File: src/rtl/kpyd_pkg.sv
// Shared types and helpers for the kpyd keypad scan controller.
// Holds the scan FSM state encoding and the key-code encoder.
package kpyd_pkg;

    typedef enum logic [1:0] {
        scan_s     = 2'd0,
        debounce_s = 2'd1,
        report_s   = 2'd2,
        release_s  = 2'd3
    } scan_state_e;

    // Upper bound on row lines the encoder searches.
    localparam int unsigned KPYD_MAX_ROWS = 32;

    // Key code for a captured row pattern: lowest set row index times the
    // column count, plus the active column. An empty pattern encodes row 0.
    function automatic int unsigned kpyd_key_encode(
        input logic [KPYD_MAX_ROWS-1:0] pat,
        input int unsigned              rows,
        input int unsigned              cols,
        input int unsigned              col
    );
        int unsigned row_idx;
        row_idx = 0;
        // Walk downwards so the last hit, the lowest set row, wins.
        for (int i = KPYD_MAX_ROWS - 1; i >= 0; i--) begin
            if ((i < int'(rows)) && pat[i]) begin
                row_idx = unsigned'(i);
            end
        end
        return row_idx * cols + col;
    endfunction

endpackage

File: src/rtl/kpyd_delay_counter.sv
// Loadable down-counter shared by the settle, debounce and release phases.
// done_o is high while the count sits at zero; a load takes priority over
// counting, and the counter holds at zero until the next load.
module kpyd_delay_counter #(
    parameter int unsigned width_p     = 8,
    parameter int unsigned reset_val_p = 0
) (
    input  logic               clk_i,
    input  logic               reset_i,
    input  logic               load_i,
    input  logic [width_p-1:0] value_i,
    output logic               done_o
);

    logic [width_p-1:0] cnt_q;
    logic [width_p-1:0] cnt_d;

    // Next count: reload on request, otherwise count down and stop at zero.
    always_comb begin
        cnt_d = cnt_q;
        if (load_i) begin
            cnt_d = value_i;
        end else if (cnt_q != '0) begin
            cnt_d = cnt_q - 1'b1;
        end
    end

    // Count register, preset by reset so the first phase starts timed.
    always_ff @(posedge clk_i or posedge reset_i) begin
        if (reset_i) begin
            cnt_q <= width_p'(reset_val_p);
        end else begin
            cnt_q <= cnt_d;
        end
    end

    assign done_o = (cnt_q == '0);

endmodule

File: src/rtl/kpyd_scan_ctrl.sv
// Keypad scan controller: walks a one-hot column drive across the matrix,
// debounces a detected press and reports one key code per press on a
// valid/ready interface. All outputs come straight from registers.
// Optional build macro KPYD_SCAN_REPEAT_EN enables auto-repeat while a key
// stays held; without it each press produces exactly one report.
module kpyd_scan_ctrl
    import kpyd_pkg::*;
#(
    parameter int unsigned cols_p            = 4,
    parameter int unsigned rows_p            = 4,
    parameter int unsigned settle_cycles_p   = 16,
    parameter int unsigned debounce_cycles_p = 1000,
    parameter int unsigned repeat_cycles_p   = 500000,
    localparam int unsigned key_w_lp         = $clog2(rows_p * cols_p)
) (
    input  logic                clk_i,
    input  logic                reset_i,
    input  logic [rows_p-1:0]   row_i,
    output logic [cols_p-1:0]   col_o,
    output logic [key_w_lp-1:0] key_o,
    output logic                valid_o,
    input  logic                ready_i
);

    localparam int unsigned col_w_lp   = (cols_p > 1) ? $clog2(cols_p) : 1;
    localparam int unsigned max_sd_lp  = (settle_cycles_p > debounce_cycles_p) ?
                                         settle_cycles_p : debounce_cycles_p;
    localparam int unsigned max_cyc_lp = (max_sd_lp > repeat_cycles_p) ?
                                         max_sd_lp : repeat_cycles_p;
    localparam int unsigned cnt_w_lp   = $clog2(max_cyc_lp) + 1;

    // Settle loads the full count: the sample is taken on the cycle after
    // the count expires, giving settle+1 cycles of dwell per column.
    localparam logic [cnt_w_lp-1:0] settle_val_lp = cnt_w_lp'(settle_cycles_p);
    // Debounce/release phases count N consecutive samples, ending at zero.
    localparam logic [cnt_w_lp-1:0] deb_val_lp    = cnt_w_lp'(debounce_cycles_p - 1);
    localparam logic [col_w_lp-1:0] col_last_lp   = col_w_lp'(cols_p - 1);

    scan_state_e           state_q, state_d;
    logic [col_w_lp-1:0]   col_q, col_d;
    logic [rows_p-1:0]     pat_q, pat_d;
    logic [key_w_lp-1:0]   key_q, key_d;
    logic                  valid_q, valid_d;
    logic [cols_p-1:0]     col_oh_q, col_oh_d;

    logic [col_w_lp-1:0]   col_inc;
    logic                  cnt_load;
    logic [cnt_w_lp-1:0]   cnt_val;
    logic                  cnt_done;

    assign col_inc = (col_q == col_last_lp) ? '0 : col_q + 1'b1;

    kpyd_delay_counter #(
        .width_p     (cnt_w_lp),
        .reset_val_p (settle_cycles_p)
    ) u_cnt (
        .clk_i   (clk_i),
        .reset_i (reset_i),
        .load_i  (cnt_load),
        .value_i (cnt_val),
        .done_o  (cnt_done)
    );

`ifdef KPYD_SCAN_REPEAT_EN
    // The reload happens in the report cycle, so two cycles of the repeat
    // period are already spent when the countdown starts.
    localparam logic [cnt_w_lp-1:0] rpt_val_lp =
        cnt_w_lp'((repeat_cycles_p > 2) ? repeat_cycles_p - 2 : 0);

    logic rpt_load;
    logic rpt_done;

    kpyd_delay_counter #(
        .width_p     (cnt_w_lp),
        .reset_val_p (0)
    ) u_rpt_cnt (
        .clk_i   (clk_i),
        .reset_i (reset_i),
        .load_i  (rpt_load),
        .value_i (rpt_val_lp),
        .done_o  (rpt_done)
    );
`endif

    // Next-state logic for the scan FSM, counter control and output values.
    always_comb begin
        state_d  = state_q;
        col_d    = col_q;
        pat_d    = pat_q;
        key_d    = key_q;
        cnt_load = 1'b0;
        cnt_val  = settle_val_lp;
`ifdef KPYD_SCAN_REPEAT_EN
        rpt_load = 1'b0;
`endif

        unique case (state_q)
            scan_s: begin
                if (cnt_done) begin
                    cnt_load = 1'b1;
                    if (row_i != '0) begin
                        pat_d   = row_i;
                        cnt_val = deb_val_lp;
                        state_d = debounce_s;
                    end else begin
                        col_d   = col_inc;
                        cnt_val = settle_val_lp;
                    end
                end
            end

            debounce_s: begin
                if (row_i != pat_q) begin
                    // Any change, including an added row, rejects the press.
                    col_d    = col_inc;
                    cnt_load = 1'b1;
                    cnt_val  = settle_val_lp;
                    state_d  = scan_s;
                end else if (cnt_done) begin
                    key_d   = key_w_lp'(kpyd_key_encode(KPYD_MAX_ROWS'(pat_q), rows_p,
                                                        cols_p, 32'(col_q)));
                    state_d = report_s;
                end
            end

            report_s: begin
                // Row changes are ignored here; the key is already accepted.
                if (ready_i) begin
                    cnt_load = 1'b1;
                    cnt_val  = deb_val_lp;
                    state_d  = release_s;
`ifdef KPYD_SCAN_REPEAT_EN
                    rpt_load = 1'b1;
`endif
                end
            end

            release_s: begin
`ifdef KPYD_SCAN_REPEAT_EN
                if (row_i != pat_q) begin
                    rpt_load = 1'b1;
                end
                if ((row_i == pat_q) && rpt_done) begin
                    state_d = report_s;
                end else
`endif
                if (row_i != '0) begin
                    cnt_load = 1'b1;
                    cnt_val  = deb_val_lp;
                end else if (cnt_done) begin
                    col_d    = col_inc;
                    cnt_load = 1'b1;
                    cnt_val  = settle_val_lp;
                    state_d  = scan_s;
                end
            end

            default: begin
                state_d = scan_s;
            end
        endcase

        valid_d  = (state_d == report_s);
        col_oh_d = '0;
        col_oh_d[col_d] = 1'b1;
    end

    // FSM state, scan position, captured pattern and registered outputs.
    always_ff @(posedge clk_i or posedge reset_i) begin
        if (reset_i) begin
            state_q  <= scan_s;
            col_q    <= '0;
            pat_q    <= '0;
            key_q    <= '0;
            valid_q  <= 1'b0;
            col_oh_q <= cols_p'(1);
        end else begin
            state_q  <= state_d;
            col_q    <= col_d;
            pat_q    <= pat_d;
            key_q    <= key_d;
            valid_q  <= valid_d;
            col_oh_q <= col_oh_d;
        end
    end

    assign col_o   = col_oh_q;
    assign key_o   = key_q;
    assign valid_o = valid_q;

endmodule

File: config.mk
export PLATFORM = sky130hd
export DESIGN_NAME = kpyd_scan_ctrl
export DESIGN_NICKNAME = d
export VERILOG_FILES = /design/src/rtl/kpyd_pkg.sv /design/src/rtl/kpyd_delay_counter.sv /design/src/rtl/kpyd_scan_ctrl.sv
export SDC_FILE = /design/constraint.sdc
export NUM_CORES = 1
export LEC_CHECK = 0
export BUFFER_PORTS_ARGS = -buffer_cell sky130_fd_sc_hd__buf_2
export CAP_MARGIN = 20
export CORE_UTILIZATION = 51
export DETAILED_ROUTE_END_ITERATION = 6
export PLACE_DENSITY = 0.69
export REMOVE_ABC_BUFFERS = 1
export SKIP_LAST_GASP = 1
export SYNTH_ARGS = -nofsm -noshare
export SYNTH_HDL_FRONTEND = slang
export SYNTH_SLANG_ARGS = --single-unit
File: constraint.sdc
create_clock -name clk_i -period 5.85 [get_ports clk_i]
set_input_delay 1.17 -clock clk_i [delete_from_list [all_inputs] [get_ports clk_i]]
set_output_delay 1.17 -clock clk_i [all_outputs]
set_load 0.02 [all_outputs]
Word-level counts from Yosys, hierarchy flattened
Index checks and enable logic that the tools add are counted.
- register bits after elaboration: 37
- output and inout bits: 9
- $add $sub $neg: 3
- order comparisons: 2
- equal/unequal tests: 6
- muxes and demuxes: 35
- bitwise operators: 1
- reductions and logical operators: 8
- operators with widths (operator ; count):
    one-hot mux 20 bit (4 select lines) ; 1
    2-to-1 mux 2 bit ; 20
    2-to-1 mux 20 bit ; 2
    2-to-1 mux 10 bit ; 3
    zero test 20 bit ; 1
    nonzero test 20 bit ; 1
    subtractor 20 x 1 -> 20 bit, second input constant ; 1
    equality test 2 bit, second input constant ; 4
    one-hot mux 2 bit (4 select lines) ; 1
    one-hot mux 2 bit (3 select lines) ; 1
    AND reduction 3 bit ; 2
    2-to-1 mux 1 bit ; 5
    adder 4 x 2 -> 4 bit ; 1
    inequality test 4 bit ; 1
    one-hot mux 1 bit (4 select lines) ; 1
    nonzero test 4 bit ; 1
    less-than comparator 2 x 3 -> 1 bit, second input constant ; 1
    adder 2 x 1 -> 2 bit, second input constant ; 1
    demux 1 bit (select 2 bit) ; 1
    equality test 2 x 1 -> 1 bit, second input constant ; 1
    >= comparator 2 x 1 -> 1 bit, second input constant ; 1
    zero test 2 bit ; 1
    nonzero test 2 bit ; 1
    logical AND 1 bit ; 1
    NOT 1 bit ; 1

Logic depth before layout (Yosys ltp)
- depth in word-level cells: 9
- depth in mapped cells: 7

By module
From an unflattened synthesis, not the netlist that was laid out.
- cell total of the unflattened synthesis: 229
- area total of the unflattened synthesis: 2289.7 um2
- by module, submodules not included (module ; times used ; cells an instance ; area each (um2) ; sequential area each (um2)):
    kpyd_delay_counter ; 1 ; 143 ; 1338.8 ; 501.7
    kpyd_scan_ctrl ; 1 ; 86 ; 950.9 ; 426.7

Worst setup path after synthesis
No wires, ideal clock.
- kind: input port to flip-flop
- start: input port row_i[3]
- end: register col_oh_q[1], in the netlist col_o[1]
- library setup time: 0.125 ns
- arrival time: 2.406 ns
- slack: 3.319 ns
- cell stages on the path: 4
- cells stage by stage: xor2_1 > o41a_1 > a21boi_4 > mux2_4
- cells in the longest elaborated chain, start to end: 8
- elaborated cells between the ends (all ways): 12
- RTL lines (what ; RTL line ; text):
    start, declared ; kpyd_scan_ctrl.sv:18 ; input logic [rows_p-1:0] row_i,
    nonzero test 4 bit ; kpyd_scan_ctrl.sv:101, kpyd_scan_ctrl.sv:147 ;
    2-to-1 mux 2 bit ; kpyd_scan_ctrl.sv:101 ; if (row_i != '0) begin
    2-to-1 mux 2 bit ; kpyd_scan_ctrl.sv:99 ; if (cnt_done) begin
    one-hot mux 2 bit (3 select lines) (*) ; kpyd_scan_ctrl.sv:97 ; unique case (state_q)
    less-than comparator 2 x 3 -> 1 bit (not written as such) or >= comparator 2 x 1 -> 1 bit (tied branches) ; kpyd_scan_ctrl.sv:165 ; col_oh_d[col_d] = 1'b1;
    logical AND 1 bit (not written as such) ; kpyd_scan_ctrl.sv:165 ;
    2-to-1 mux 1 bit (not written as such) ; kpyd_scan_ctrl.sv:165 ;
    demux 1 bit (select 2 bit) (*) ; kpyd_scan_ctrl.sv:165 ;
    named net col_oh_d[1] ; kpyd_scan_ctrl.sv:44 ; logic [cols_p-1:0] col_oh_q, col_oh_d;
    end signal, assigned ; kpyd_scan_ctrl.sv:176 ; col_oh_q <= cols_p'(1);
    end signal, assigned ; kpyd_scan_ctrl.sv:183 ; col_oh_q <= col_oh_d;
    end, declared ; kpyd_scan_ctrl.sv:44 ;
Mark *: on every way through the listed nets, which the timed path passes. The rest lies on a longest branch.
A chain may end at the register's enable or synchronous reset.

Worst setup path in the final report
- start: input port row_i[3]
- end: register key_q[3], in the netlist key_o[3]
- cells in the longest elaborated chain, start to end: 3
- RTL lines (what ; RTL line ; text):
    inequality test 4 bit ; kpyd_scan_ctrl.sv:113 ; if (row_i != pat_q) begin
    NOT 1 bit (no line) ; -- ;
    AND reduction 3 bit (no line) ; -- ;
    end signal, assigned ; kpyd_scan_ctrl.sv:181 ; key_q <= key_d;
    end, declared ; kpyd_scan_ctrl.sv:42 ; logic [key_w_lp-1:0] key_q, key_d;
No other way between the ends.

==> results.json <==
{
  "status": "finished clean",
  "clockPowerShare_pct": 40.1,
  "syn_inst": 195,
  "powerDensity_nw_per_um2": 286,
  "yosys.area_share.xor_xnor_pct": 9.74,
  "synth_top_flop_cell": "dfrtp_1",
  "synthToLayoutAreaGrowth_pct": 12.0,
  "hold_slack_ps": 509,
  "max_clock_freq_mhz": 387,
  "dp_hpwl_um": 2900,
  "cts_tree": "yes",
  "synthAdderAreaFrac_pct": 1.81,
  "synth.distinct_cells": 48,
  "grt_pass1_wl_um": 6980,
  "crit_path_end": "key_o[3]",
  "synth_edf_count": 0,
  "syn_area_per_cell_um2": 10.6,
  "holdPathStages": 1,
  "tightestPinTransition_ps": 610,
  "dpl_cell_area_um2": 2180,
  "clock_sinks": 37,
  "critPathKind": "input port to flip-flop",
  "drt-initial-drc-count": 86,
  "first_pass_iters": 4,
  "drc": 0,
  "track_usage_pct": 21.3,
  "muxShareOfSynthArea_pct": 8.23,
  "dr_wl_met3_um": 148,
  "yosysWarnings": 0,
  "portBuffers": 15,
  "cp-start-kind": "input port",
  "drive_above_1_share_pct": 22.2,
  "finalInstanceArea_um2": 2320,
  "cpMaxStageDelayCell": "nor4_1",
  "cts_buffers": 5,
  "rows": 22,
  "path_buf_inv": 1,
  "grt_pass1_vias": 1561,
  "wl_um": 3930,
  "vias_per_cell": 5.70,
  "syn_area_um2": 2070,
  "ctsResizeCount": 0,
  "fillCellCount": 289,
  "wl_met2_um": 1990,
  "r2r_start": "u_cnt.cnt_q[2]",
  "synth_seq_area_share_pct": 44.9,
  "ios": 16,
  "rsz0062_at_grt": "no",
  "setup_ws_ps": 3270,
  "top_layer": "met4",
  "worstPathRequired_ps": 6030,
  "cp_num_cells": 6,
  "synth_commonest_cells": "dfrtp_1, nor2_1, xor2_1",
  "wl_per_cell_um": 15.1,
  "yosysTopAreaCell": "dfrtp_1",
  "core_region_area_um2": 3770,
  "dieArea_um2": 4310,
  "yosysMostFrequentCell": "dfrtp_1",
  "clk_path_buf_depth": 2,
  "maxSlewViolCount": 0,
  "hold_buffers": 0,
  "final_util_pct": 61.4,
  "fin_crit_ps": 2580,
  "pre_cts_ws_ps": 2940,
  "rrSetupSlack_ps": 3540,
  "yosys.area_share.simple_pct": 23.0,
  "fin_crit_sh_pct": 44.2,
  "endpoint_kind": "flip-flop",
  "synthTopCellsByArea": "dfrtp_1, xor2_1, mux2_4, nor2_1, nor4_4",
  "grt_max_degree": 38,
  "maxCapViolations": 0,
  "clk_latency_ps": 290,
  "fp.dieH_um": 65.7,
  "skew_ps": 5.85,
  "swShare_pct": 25.9,
  "combinationalPowerShare_pct": 12.2,
  "clk_pin_slew_worst_paths_ps": 70,
  "wirelength_met1_um": 1750,
  "htree_num_levels": 2,
  "postSynth.asyncResetShare_pct": 100,
  "critPathTopFamily": "simple AND/OR/NAND/NOR gates",
  "initial_core_util_pct": 54.8,
  "synth_top_area_share_pct": 42.3,
  "synth_top_family_by_area": "simple AND/OR/NAND/NOR gates",
  "hold_violations": 0,
  "antenna_found_initial": 0,
  "nNetsFinal": 221,
  "die_width_um": 65.7,
  "synth-seq-cells": 37,
  "final_antenna_net_count": 0,
  "relSlewSlack_pct": 59.2,
  "cts_root_buf": "clkbuf_8",
  "r2r-end": "u_cnt.cnt_q[1]",
  "overflow": 0,
  "seqPwrFrac_pct": 47.7,
  "worstPathArrival_ps": 2760,
  "fin_setup_tns_ps": 0,
  "p_sw_uw": 172,
  "synth_compound_area_share_pct": 9.50,
  "setup_viol": 0,
  "crit_chain": "buf_2 -> xor2_1 -> nor4_1 -> nand4_1 -> nor2_2 -> mux2_2",
  "min_path_type": "flip-flop to flip-flop",
  "diodes": 0,
  "critPathMaxStageDelay_ps": 430,
  "ir_worst_vdd_mv": 0.177,
  "via_count": 1483,
  "p_int_uw": 492,
  "crit_start": "row_i[3]",
  "rr_worst_depth": 5,
  "cts_setup_buffers": 0,
  "critical_path.max_fanout": 5,
  "gp_routability_congestion": 0.825,
  "p_leak_uw": 0.00107
}
area by class of cell:
type	instances	area, um^2	area share (%)
Inverter	7	26.3	1.13
Clock inverter	3	68.8	2.97
Timing Repair Buffer	16	82.6	3.57
Sequential cell	37	928	40.1
Clock buffer	5	68.8	2.97
Multi-Input combinational cell	144	1080	46.7
Tap cell	48	60.1	2.59
worst min path at each step:
stage / from / to
detailed placement: key_o[0] / key_o[0]
finish: key_o[2] / key_o[2]
global placement: key_o[3] / key_o[3]
floorplan: u_cnt.cnt_q[15] / u_cnt.cnt_q[15]
CTS: key_o[0] / key_o[0]
global route: key_o[2] / key_o[2]
layout by cell type (no fill, tap or decap), drive strengths merged, types with 3 or more instances in the layout:
master  instances
dfrtp          35
nor2           28
xor2           17
buf            16
nand2          11
o21ai          11
mux2           11
inv             8
nand4           7
xnor2           6
nor4            6
nand3           5
nor3            5
clkbuf          5
a21oi           4
nor4b           4
ha              3
routing by layer:
metal | global-route usage [%] | vias up
li1 | - | 724
met1 | 26.5 | 719
met2 | 37.4 | 36
met3 | 4.69 | 4
met4 | 4.89 | 0
met5 | 0 | -
sequential cells by signal (all words and copies together), names as in the netlist:
register / flops
u_cnt.cnt_q: 20
col_q: 2
pat_q: 4
key_o: 4
col_o: 4
valid_o: 1
state_q: 2
power groups by stage:
stage                     clock, uW  combinational [uW]  sequential [uW]
after CTS                       269                82.0              315
after global routing            280                91.9              319
after floorplan                   0                63.6              314
after global placement            0                77.2              318
after detailed placement          0                81.2              320
final                           266                81.0              316
metrics by stage:
step | power [uW] | instances
2_1_floorplan | 378 | 188
6_report | 663 | 260
4_1_cts | 667 | 260
3_3_place_gp | 396 | 252
5_1_grt | 691 | 260
3_5_place_dp | 401 | 252
worst reg2reg max path, stage by stage, from the launching register on:
cell      delay [ps]
dfrtp_1          460
nor4_4           420
and2_1           420
a21oi_1          150
o211ai_2         520
o221ai_1         190
cells by family (layout without fill, tap and decap cells):
| family | after synthesis | count (layout) |
|---|---|---|
| AND/OR/NAND/NOR | 77 | 77 |
| flip-flops | 37 | 37 |
| AO/OA/AOI/OAI | 28 | 28 |
| XOR/XNOR | 23 | 23 |
| buffers and inverters | 14 | 31 |
| multiplexers | 13 | 13 |
| adder cells (fa/ha/maj) | 3 | 3 |
(Power assumes the default switching activity.)
